===== src/rtl/frontend_pkg.sv =====
// rtl/frontend_pkg.sv - shared fetch-entry types and slot classification helper
package frontend_pkg;

    localparam int SLOT_W  = 32;
    localparam int PC_W    = 32;
    localparam int INSTR_W = 32;
    localparam int EXC_W   = 8;

    typedef struct packed {
        logic [PC_W-1:0]    pc;
        logic [SLOT_W-1:0]  slot_id;
        logic [INSTR_W-1:0] instr;
        logic [EXC_W-1:0]   exc;
    } fetch_entry_t;

    typedef enum logic [1:0] {
        SLOT_BASE  = 2'd0,
        SLOT_STALE = 2'd1,
        SLOT_NEXT  = 2'd2,
        SLOT_GAP   = 2'd3
    } slot_class_e;

    // Ordering uses the signed difference so it stays correct across 32-bit wrap.
    function automatic slot_class_e classify_slot(
        input logic              have_base,
        input logic [SLOT_W-1:0] slot_id,
        input logic [SLOT_W-1:0] next_slot
    );
        logic signed [SLOT_W-1:0] diff;
        diff = signed'(slot_id - next_slot);
        if (!have_base) begin
            return SLOT_BASE;
        end else if (diff < 0) begin
            return SLOT_STALE;
        end else if (diff == 0) begin
            return SLOT_NEXT;
        end else begin
            return SLOT_GAP;
        end
    endfunction

endpackage


===== src/rtl/slot_fifo.sv =====
// rtl/slot_fifo.sv - DEPTH-entry fetch entry FIFO with push/pop/clear and count
module slot_fifo
    import frontend_pkg::*;
#(
    parameter int DEPTH = 4,
    parameter int PTR_W = $clog2(DEPTH),
    parameter int CNT_W = $clog2(DEPTH) + 1
) (
    input  logic             clk,
    input  logic             rst_n,
    input  logic             push,
    input  logic             pop,
    input  logic             clear,
    input  fetch_entry_t     wr_data,
    output fetch_entry_t     rd_data,
    output logic [CNT_W-1:0] count,
    output logic [CNT_W-1:0] count_next
);

    fetch_entry_t     mem_q [DEPTH];
    fetch_entry_t     mem_d [DEPTH];
    logic [PTR_W-1:0] wr_ptr_q, wr_ptr_d;
    logic [PTR_W-1:0] rd_ptr_q, rd_ptr_d;
    logic [CNT_W-1:0] count_q, count_d;

    // Pointer and count update; clear wins over any push/pop in the same cycle.
    always_comb begin
        mem_d    = mem_q;
        wr_ptr_d = wr_ptr_q;
        rd_ptr_d = rd_ptr_q;
        count_d  = count_q;
        if (clear) begin
            wr_ptr_d = '0;
            rd_ptr_d = '0;
            count_d  = '0;
        end else begin
            if (push) begin
                mem_d[wr_ptr_q] = wr_data;
                wr_ptr_d        = wr_ptr_q + 1'b1;
            end
            if (pop) begin
                rd_ptr_d = rd_ptr_q + 1'b1;
            end
            if (push && !pop) begin
                count_d = count_q + 1'b1;
            end else if (pop && !push) begin
                count_d = count_q - 1'b1;
            end
        end
    end

    // State registers; storage contents are don't-care after reset.
    always_ff @(posedge clk) begin
        mem_q <= mem_d;
        if (!rst_n) begin
            wr_ptr_q <= '0;
            rd_ptr_q <= '0;
            count_q  <= '0;
        end else begin
            wr_ptr_q <= wr_ptr_d;
            rd_ptr_q <= rd_ptr_d;
            count_q  <= count_d;
        end
    end

    assign rd_data    = mem_q[rd_ptr_q];
    assign count      = count_q;
    assign count_next = count_d;

endmodule


===== src/rtl/fetch_slot_filter.sv =====
// rtl/fetch_slot_filter.sv - stale-replay filter and decode buffer; option macro SLOT_GAP_CHECK_EN
module fetch_slot_filter
    import frontend_pkg::*;
#(
    parameter int DEPTH = 4,
    parameter int SKID  = 2
) (
    input  logic               clk,
    input  logic               rst_n,
    input  logic               clk_en,
    input  logic               flush,
    input  logic               in_valid,
    input  logic [PC_W-1:0]    in_pc,
    input  logic [SLOT_W-1:0]  in_slot_id,
    input  logic [INSTR_W-1:0] in_instr,
    input  logic [EXC_W-1:0]   in_exc,
    output logic               out_valid,
    input  logic               out_ready,
    output logic [PC_W-1:0]    out_pc,
    output logic [SLOT_W-1:0]  out_slot_id,
    output logic [INSTR_W-1:0] out_instr,
    output logic [EXC_W-1:0]   out_exc,
    output logic               stall_req,
    output logic               dup_drop,
    output logic               ovf,
    output logic               gap_err
);

    localparam int CNT_W = $clog2(DEPTH) + 1;
    localparam logic [CNT_W-1:0] FULL_CNT  = CNT_W'(DEPTH);
    localparam logic [CNT_W-1:0] STALL_CNT = CNT_W'(DEPTH - SKID);

    logic              have_base_q, have_base_d;
    logic [SLOT_W-1:0] next_slot_q, next_slot_d;
    logic              stall_req_q, stall_req_d;
    logic              dup_drop_q, dup_drop_d;
    logic              ovf_q, ovf_d;

    slot_class_e       slot_class;
    logic              fire, accept, push, pop, clear, lost;
    fetch_entry_t      wr_entry, head;
    logic [CNT_W-1:0]  count, count_next;

    assign wr_entry = '{pc: in_pc, slot_id: in_slot_id, instr: in_instr, exc: in_exc};

    // Classify the incoming word and derive FIFO controls; flush overrides everything.
    always_comb begin
        slot_class = classify_slot(have_base_q, in_slot_id, next_slot_q);
        fire       = clk_en && in_valid && !flush;
        pop        = clk_en && !flush && out_valid && out_ready;
        clear      = clk_en && flush;
        accept     = fire && (slot_class != SLOT_STALE);
        push       = accept && ((count != FULL_CNT) || pop);
        lost       = accept && !push;
    end

    // Slot ordering state and status flags; everything holds while clk_en is low.
    always_comb begin
        have_base_d = have_base_q;
        next_slot_d = next_slot_q;
        stall_req_d = stall_req_q;
        dup_drop_d  = dup_drop_q;
        ovf_d       = ovf_q | lost;
        if (clk_en) begin
            stall_req_d = (count_next >= STALL_CNT);
            dup_drop_d  = fire && (slot_class == SLOT_STALE);
            if (flush) begin
                have_base_d = 1'b0;
                next_slot_d = '0;
            end else if (fire) begin
                case (slot_class)
                    SLOT_BASE: begin
                        have_base_d = 1'b1;
                        next_slot_d = in_slot_id + 1'b1;
                    end
                    SLOT_NEXT:  next_slot_d = next_slot_q + 1'b1;
                    SLOT_GAP:   next_slot_d = in_slot_id + 1'b1;
                    default:    next_slot_d = next_slot_q;
                endcase
            end
        end
    end

    // Registers for ordering state and flags; reset ignores clk_en.
    always_ff @(posedge clk) begin
        if (!rst_n) begin
            have_base_q <= 1'b0;
            next_slot_q <= '0;
            stall_req_q <= 1'b0;
            dup_drop_q  <= 1'b0;
            ovf_q       <= 1'b0;
        end else begin
            have_base_q <= have_base_d;
            next_slot_q <= next_slot_d;
            stall_req_q <= stall_req_d;
            dup_drop_q  <= dup_drop_d;
            ovf_q       <= ovf_d;
        end
    end

`ifdef SLOT_GAP_CHECK_EN
    logic gap_err_q, gap_err_d;

    // Pulse when a word skips ahead of the expected slot (base accepts excluded).
    always_comb begin
        gap_err_d = gap_err_q;
        if (clk_en) begin
            gap_err_d = fire && (slot_class == SLOT_GAP);
        end
    end

    // Gap pulse register.
    always_ff @(posedge clk) begin
        if (!rst_n) begin
            gap_err_q <= 1'b0;
        end else begin
            gap_err_q <= gap_err_d;
        end
    end

    assign gap_err = gap_err_q;
`else
    assign gap_err = 1'b0;
`endif

    slot_fifo #(
        .DEPTH (DEPTH)
    ) u_fifo (
        .clk        (clk),
        .rst_n      (rst_n),
        .push       (push),
        .pop        (pop),
        .clear      (clear),
        .wr_data    (wr_entry),
        .rd_data    (head),
        .count      (count),
        .count_next (count_next)
    );

    assign out_valid   = (count != '0);
    assign out_pc      = head.pc;
    assign out_slot_id = head.slot_id;
    assign out_instr   = head.instr;
    assign out_exc     = head.exc;
    assign stall_req   = stall_req_q;
    assign dup_drop    = dup_drop_q;
    assign ovf         = ovf_q;

endmodule

===== config.mk =====
export PLATFORM = sky130hd
export DESIGN_NAME = fetch_slot_filter
export DESIGN_NICKNAME = d
export VERILOG_FILES = /design/src/rtl/frontend_pkg.sv /design/src/rtl/slot_fifo.sv /design/src/rtl/fetch_slot_filter.sv
export SDC_FILE = /design/constraint.sdc
export NUM_CORES = 1
export LEC_CHECK = 0
export ABC_CLOCK_PERIOD_IN_PS = 10600
export BUFFER_PORTS_ARGS = -buffer_cell sky130_fd_sc_hd__buf_2
export CAP_MARGIN = 20
export CORE_ASPECT_RATIO = 2
export CORE_MARGIN = 8
export CORE_UTILIZATION = 42
export CTS_CLUSTER_SIZE = 14
export DETAILED_ROUTE_END_ITERATION = 12
export PLACE_DENSITY_LB_ADDON = 0.2
export SYNTH_ARGS = -nofsm -noshare
export SYNTH_HDL_FRONTEND = slang
export SYNTH_SLANG_ARGS = --single-unit

===== constraint.sdc =====
create_clock -name clk -period 10.6 [get_ports clk]
set_input_delay 1.59 -clock clk [delete_from_list [all_inputs] [get_ports clk]]
set_output_delay 1.59 -clock clk [all_outputs]
set_load 0.02 [all_outputs]

-- Yosys cells after proc, flatten, opt, wreduce, memory -nomap -nowiden
Cells that the tools add are included.
- bits in registers: 459
- bits in latches: 0
- memory bits (writable): 0
- bits in read-only memories: 0
- word-level logic and storage cells: 92
- memories kept: 0
- add/sub/neg operators: 7
- $mul: 0
- div/mod/pow operators: 0
- order comparisons: 5
- equal/unequal tests: 5
- shift operators: 0
- mux-type cells: 18
- bitwise operators: 5
- reductions and logical operators: 28
- operators with widths (cell ; number):
    $bwmux 416 ; 1
    $mux 104 ; 3
    $bmux 104 s2 ; 1
    $demux 104 s2 ; 1
    $add 32x1->32 const B ; 2
    $mux 32 ; 2
    $pmux 32 s2 ; 1
    $logic_not 32->1 ; 1
    $lt 32x1->1 const B ; 1
    $sub 32x32->32 ; 1
    $logic_and 1x1->1 ; 13
    $mux 3 ; 3
    $ge 3x3->1 const B ; 2
    $not 2->3 ; 2
    $reduce_and 3->1 ; 2
    $reduce_bool 3->1 ; 2
    $add 2x1->2 const B ; 2
    $eq 2x2->1 const B ; 2
    $mux 1 ; 4
    $mux 2 ; 2
    $reduce_bool 2->1 ; 2
    $reduce_or 2->1 ; 2
    $add 3x1->3 const B ; 1
    $ge 3x2->1 const B ; 1
    other kinds (11) ; 14

-- Longest topological paths before layout
Gate-level depths: netlist of run 1.
- depth in word-level cells: 14
- depth in mapped cells: 33
- depth with buffers taken out: 27

-- By module
From an unflattened synthesis of run 1, not the netlist that was laid out.
- cell total of the unflattened synthesis: 1295
- area total of the unflattened synthesis: 20348.3 µm²
- modules (own cells, without submodules) (module ; instances ; cells an instance ; area each (µm²) ; sequential area each (µm²)):
    slot_fifo ; 1 ; 599 ; 15481.1 ; 12632.1
    fetch_slot_filter ; 1 ; 696 ; 4867.2 ; 720.7

-- Worst setup path before layout of run 1
Ideal clock, no wire load.
- kind: input to register
- from: input port in_slot_id[5]
- to: register u_fifo.mem_q[0] (netlist bit), enable pin
- library setup time: 0.569 ns
- arrival: 8.037 ns
- data required time: 10.031 ns
- slack: 1.994 ns
- cell stages on the path: 10
- cell sequence: ha_1 > o21ai_2 > nor2b_4 > or3_1 > o21a_1 > o31ai_2 > mux2i_1 > or4_4 > buf_6 > nor2_1
- longest elaborated chain between the ends: 9
- RTL lines (element ; RTL line ; text):
    from (decl) ; fetch_slot_filter.sv:14 ; input logic [SLOT_W-1:0] in_slot_id,
    $sub 32x32->32 * ; frontend_pkg.sv:30 ; diff = signed'(slot_id - next_slot);
    branches (longest 2 deep; another with $lt 32x1->1) ; -- ;
    $mux 2 * ; frontend_pkg.sv:33 ; end else if (diff < 0) begin
    $mux 2 * ; frontend_pkg.sv:31 ; if (!have_base) begin
    $ne 2x1->1 * ; fetch_slot_filter.sv:52 ; accept = fire && (slot_class != SLOT_STALE);
    $logic_and 1x1->1 * ; fetch_slot_filter.sv:52 ;
    $logic_and 1x1->1 * ; fetch_slot_filter.sv:53 ; push = accept && ((count != FULL_CNT) || pop);
    $reduce_and 2->1 (no source line) * ; -- ;
    to (signal assigned) ; slot_fifo.sv:54 ; mem_q <= mem_d;
    to (decl) ; slot_fifo.sv:20 ; fetch_entry_t mem_q [DEPTH];
Mark *: on every way between the ends.
A chain may end at the register's enable or synchronous reset.

-- Final worst setup path of run 1
- from: input port in_slot_id[2]
- to: register next_slot_q[28]
- longest elaborated chain between the ends: 10
- RTL lines (element ; RTL line ; text):
    branches (longest 10 deep; another with $sub 32x32->32) ; -- ;
    to (signal assigned) ; fetch_slot_filter.sv:94 ; next_slot_q <= next_slot_d;
    to (decl) ; fetch_slot_filter.sv:34 ; logic [SLOT_W-1:0] next_slot_q, next_slot_d;
Several ways; the timed one is not identified. The select of a mux whose other input is x is not followed.

==> results.md, run 1 <==
* Number of warnings printed during yosys synthesis at 0
* Launch instance of the worst min-delay path: ovf
* Final Routed Wirelength at 46500 microns
* Total routing usage reported by global routing at 0.167
* Setup repair bufs after CTS at 0
* Clock tree from TritonCTS: built
* Number of violations reported at the end of detailed-routing iteration 0 at approximately 800
* Design area at between 0.02 and 0.025 sq mm
* Path type of the worst min-delay path: reg -> reg
* Sequential fraction of the synthesis area at 0.672
* Number of max-cap violations at 0
* Total placed cells including tap cells at between 2k and 2.5k
* Final RePlAce weighted congestion at 0.917
* Post-detailed-route count of antenna-violating nets at 0
* Post-detailed-route wirelength per cell at ~22 microns
* Iteration count of the initial detailed-routing pass at 7
* Post-synth EDFFs at around 420
* Number of different library cells in the post-synthesis netlist at 68
* Number of buffers added by the clock tree synthesis step at 41
* CTS clock-pin slew for the worst setup and hold paths at roughly 0.080 ns
* Average vias per placed instance at roughly 5.5
* PostCTS Resize Cnt at 0
* Kind of launch point of the worst setup path: input pin
* Top area cells in the synthesized netlist: edfxtp_1, mux4_2, dfxtp_1
* Flops & latches, synth at 459
* FF-to-FF Start: next_slot_q[2]
* Most common cell in the synthesized netlist: edfxtp_1
* Cell accounting for the most synthesized area: edfxtp_1
* Worst slew pin tran at ~1.1 ns
* Wire length of the first global-routing pass at ~70000 microns
* Number of global-route vias before repair at ~12k
* Crit path arrival time at around 8.5 ns
* Fmax at roughly 0.12 GHz
* GRT overflow at 0
* Pin count of the biggest net entering global routing at between 50 and 60
* Area growth from synthesis to final layout at 15.7%
* Number of I/O pins at between 200 and 250
* Flip-flop cell with the highest count after synthesis: edfxtp_1
* Crit. End Element: register
* Final critical path time including I/O delays and setup at around 8 ns
* Top cell type's share of synthesized area at 0.628
* Hold-fix buffers at CTS at 0
* Power density of the placed cells at about 160 mW/mm^2
* Share of async-settable or async-resettable flops after synthesis at 0
* Netlist area before placement at a little under 0.02 sq mm
* Max Fanout on Critical Path at 30
* Total nets after synthesis at 1383
* LEAKAGE at about 0.0077 uW
* # setup viols final at 0
* Layout cell share with drive strength beyond 1 at 0.279
* Outcome: complete, no violations
* Sum of negative setup slack at 0 ns
* Synthesized area per cell at between 15 and 20 sq um
* Peak supply drop at 0.0000998 V
* Die span in x at between 150 and 200 microns
* Initial core utilization at 0.422
* Die Ht at around 320 microns
* Number of buffers inserted by port buffering at 217
* Final hold viol count at 0
* Total vias in the final route at 11.6k
* Post-placement cell area at 0.0217 sq mm
* Critical path data required time at around 11 ns
* Final-stage net count at roughly 1.6k
* Worst Skew at ~0.017 ns
* Crit Path Class: in -> reg
* Longest Clk Path Bufs at 3
* Area of the die at 0.0550 sq mm
* Placed wire-length estimate at between 30000 and 40000 microns
* Std cell rows at between 100 and 150
* Power Total at about 3800 uW
* Unrepaired setup endpoints after global routing: no
* Pins over their slew limit at 0
* Number of antenna violations at the first check in global routing at 12
* Startpoint of the most critical setup path: in_slot_id[2]
* Clock network latency to the later pin of the worst-skew pair at around 0.56 ns
* Total clock sinks at approximately 460
* Final period utilization at 0.758
* DRC violations left at 0
* Layout Cells excl Fill at 2118
* Clock root buffer: clkbuf_16
* Core Area at 0.0471 sq mm
* CTS H-Tree Depth at 2
* Post-synth top cells: edfxtp_1, mux4_2, nor2_1, inv_1
* Post-Synthesis Cells at approximately 1.2k
* Remaining max-slew budget at the tightest pin at 0.275
## critical path, stage by stage
cell	delay, ns
buf_2	0.16
ha_1	0.36
nor2b_1	0.17
o31ai_1	0.42
a211oi_1	0.15
a211oi_1	0.57
o21ai_0	0.26
xor2_1	0.20
a2111oi_0	0.48
nand4_1	0.16
o31ai_1	0.24
ha_2	0.65
mux2i_1	0.27
inv_1	0.11
ha_1	0.27
inv_1	0.08
a211oi_2	0.46
nand2_1	0.29
nor3_2	0.48
and2_1	0.30
and3_1	0.24
xor2_1	0.08
a22oi_1	0.18
o21ai_0	0.09
and2_1	0.18
## power by group
part | internal [uW] | switching [uW]
registers | 1990 | 8.29
clock network | 838 | 631
logic | 106 | 183
## cell type report
class	count	area, sq um
fill	4044	24100
antenna	6	15.0
tap	632	791
timing repair buffer	232	1200
multi-input combinational	662	6120
sequential	459	13400
clock buffer	58	1120
clock inverter	13	189
inverter	56	210
## metrics by stage
| stage | hold slack, ns | utilization | setup WS (ns) |
|---|---|---|---|
| floorplan | 0.467 | - | 1.99 |
| CTS | 0.481 | 0.488 | 2.77 |
| global route | 0.507 | 0.488 | 1.98 |
| global placement | 0.449 | 0.461 | 2.38 |
| finish | 0.487 | 0.489 | 2.57 |
| detailed placement | 0.461 | 0.461 | 2.19 |
## kinds of logic (layout without fill, tap and decap cells)
group	after synthesis	count (layout)	share of synthesized area
other cells	1	7	0.000189
fa+ha+maj	41	41	0.0262
buf+inv	111	359	0.0221
mux	125	125	0.128
simple gates	244	244	0.0619
compound gates	204	204	0.0689
xor+xnor	47	47	0.0207
flops	459	459	0.672
## path summary, 6_finish.rpt
check,end,slack [ns],cells after the start
worst min register to register,ovf,0.49,1
worst max register to register,next_slot_q[28],3.30,25
worst min-delay path,ovf,0.49,1
worst max-delay path,next_slot_q[28],2.57,25
## layer usage
layer	vias to the layer above	track usage	wire (microns)
met3	89	0.0359	2990
met4	14	0.0628	1560
met2	379	0.283	22900
met5	-	0	99
met1	5861	0.206	19000
li1	5280	-	-
## sequential cells by signal (all words and copies together), names as in the netlist
name	cells
ovf	1
u_fifo.wr_ptr_q	2
stall_req	1
next_slot_q	32
dup_drop	1
u_fifo.mem_q	416
have_base_q	1
u_fifo.count	3
u_fifo.rd_ptr_q	2
## cells in the final DEF, fill, tap and decap left out, drive strengths merged, types with 5 or more instances in the layout
cell type	instances
edfxtp	416
buf	232
mux4	104
nor2	65
clkbuf	58
inv	57
nand2	50
a21oi	48
dfxtp	43
ha	40
o21ai	37
xor2	26
nor2b	26
nand3	21
mux2i	21
xnor2	21
a22oi	21
nor3	17
and2	16
o31ai	13
o21a	12
a211oi	12
a21o	12
or3	9
nand4	8
o22ai	8
a31oi	7
nand2b	7
clkinv	7
diode	6
nand3b	6
o211ai	5
nor4	5
Note: power is estimated with default switching activity, not from simulation.
==> run 2, diff against run 1 <==
Settings changed: ABC_CLOCK_PERIOD_IN_PS 10600 to 8100.
Clock period 10.6 ns to 8.1 ns, I/O delays scaled along.
==> results.md, run 2 (synthesized netlist as in run 1, its figures left out) <==
* Unrepaired setup endpoints after global routing: no
* Number of I/O pins at 219 (unchanged)
* Clock network latency to the later pin of the worst-skew pair at 0.56 ns (about the same)
* Number of antenna violations at the first check in global routing at 5 (-7)
* Pre-CTS WS at 0.679 ns (-1.51 ns)
* Longest Clk Path Bufs at 3 (unchanged)
* Post-detailed-route count of antenna-violating nets at 0 (unchanged)
* GRT overflow at 0 (unchanged)
* Fmax at between 0.1 and 0.15 GHz
* Final-stage net count at 1607 (+0.25%)
* Final setup slack of the worst path at 1.20 ns (-1.37 ns)
* Final period utilization at 0.852
* Clock tree from TritonCTS: built
* Number of buffers added by the clock tree synthesis step at 41 (unchanged)
* Buffer and inverter count on the worst path at 3 (unchanged)
* CP max stage delay at 0.57 ns (-0.08 ns)
* Smallest hold slack at 0.477 ns (-0.00941 ns)
* Die span in x at 170 microns (unchanged)
* Total vias in the final route at 11.6k (-0.25%)
* Crit. End Element: register
* Kind of launch point of the worst setup path: input pin
* Wire length of the first global-routing pass at 70800 microns (+0.84%)
* Power density of the placed cells at 208 mW/mm^2 (+28%)
* Pins over their slew limit at 0 (unchanged)
* DRC violations left at 0 (unchanged)
* Core Area at 0.0471 sq mm (unchanged)
* Setup repair bufs after CTS at 0 (unchanged)
* Final hold viol count at 0 (unchanged)
* Number of max-cap violations at 0 (unchanged)
* LEAKAGE at 0.00769 uW (about the same)
* Commonest non-fill, non-tap cells in the layout: edfxtp_1, buf_2, mux4_2
* Dominant delay contributor by cell family on the critical path: compound AO/OA/AOI/OAI gates
* Worst Skew at 0.0381 ns (+0.0214 ns)
* Final Routed Wirelength at 46600 microns (+0.10%)
* Crit Path Class: in -> reg
* Final critical path time including I/O delays and setup at between 6 and 7 ns
* Max Fanout on Critical Path at 23 (-23%)
* Iteration count of the initial detailed-routing pass at 5 (-2)
* Register ranked first by flip-flop count: u_fifo.mem_q
* Crit path arrival time at 7.35 ns (-1.12 ns)
* Sum of negative setup slack at 0 ns (unchanged)
* Post-detailed-route wirelength per cell at 22.0 microns (+0.15%)
* PostCTS Resize Cnt at 0 (unchanged)
* Layout cell share with drive strength beyond 1 at 0.280 (+0.00127)
* Std cell rows at 113 (unchanged)
* Power Total at 4790 uW (+27%)
* Number of global-route vias before repair at 12.3k (+3.4%)
* Hold-fix buffers at CTS at 0 (unchanged)
* Critical path data required time at 8.55 ns (-2.49 ns)
* Average vias per placed instance at 5.48 (-0.20%)
* Flip-flop count of the largest register after layout at 416 (unchanged)
* Area of the die at 0.0550 sq mm (unchanged)
* Path type of the worst min-delay path: reg -> reg
* Final RePlAce weighted congestion at 0.945 (+3.0%)
* Die Ht at 324 microns (unchanged)
* Peak supply drop at 0.000166 V (+66%)
* Initial core utilization at 0.422 (unchanged)
* Final design utilization at 0.488 (-0.000824)
* Slowest-stage cell, CP: a211oi_1
* Placed wire-length estimate at 30700 microns (-1.8%)
* Total routing usage reported by global routing at 0.168 (+0.000754)
* Worst slew pin tran at 0.939 ns (-0.121 ns)
* CTS H-Tree Depth at 2 (unchanged)
* Clock root buffer: clkbuf_16
* Outcome: complete, no violations
* Total clock sinks at 459 (unchanged)
* # setup viols final at 0 (unchanged)
* Number of buffers inserted by port buffering at 217 (unchanged)
* Leading cell type in the layout, fill and taps excluded: edfxtp_1
* Remaining max-slew budget at the tightest pin at 0.374 (+0.0986)
* Number of violations reported at the end of detailed-routing iteration 0 at 817 (-0.24%)
* Pin count of the biggest net entering global routing at 88 (+60%)
* Area growth from synthesis to final layout at 15.5%
* CTS clock-pin slew for the worst setup and hold paths at 0.06 ns (-0.02 ns)
run 2: worst paths after layout:
check | from | end | slack, ns | cells past startpoint
worst min register to register | ovf | ovf | 0.48 | 1
worst max register to register | next_slot_q[2] | next_slot_q[28] | 1.58 | 25
worst max-delay path | in_slot_id[2] | next_slot_q[28] | 1.20 | 25
worst min-delay path | ovf | ovf | 0.48 | 1
run 2: per-stage QoR:
stage / instances / instance area (sq um)
floorplan: 1232 / 19900
global placement: 2045 / 21800
detailed placement: 2045 / 21800
CTS: 2116 / 23000
global route: 2116 / 23000
finish: 2117 / 23000
run 2: worst reg2reg max path: cells and delay by family (launching register included):
family | cells | cell delay [ns]
flip-flops | 1 | 0.43
multiplexers | 1 | 0.27
adder cells (fa/ha/maj) | 3 | 1.13
XOR/XNOR | 2 | 0.27
AO/OA/AOI/OAI | 9 | 2.51
buffers and inverters | 3 | 0.25
AND/OR/NAND/NOR | 7 | 1.56
run 2: per-layer routing:
metal	share of wire	global-route usage
met3	0.058	0.0316
met4	0.035	0.0648
met5	0.00090	0
met1	0.41	0.203
met2	0.50	0.291
run 2: where the power goes:
| part | switching, uW | leakage [uW] | internal (uW) |
|---|---|---|---|
| registers | 10.5 | 0.00411 | 2610 |
| logic | 238 | 0.00300 | 140 |
| clock network | 813 | 0.000587 | 976 |
| total | 1060 | 0.00769 | 3720 |
run 2: area by class of cell:
cell class                 instances  area (sq um)
antenna                            1          2.50
clock buffer                      56          1090
clock inverter                    15           101
fill                            4049         24100
inverter                          56           210
multi-input combinational        662          6120
sequential                       459         13400
tap                              632           791
timing repair buffer             236          1290
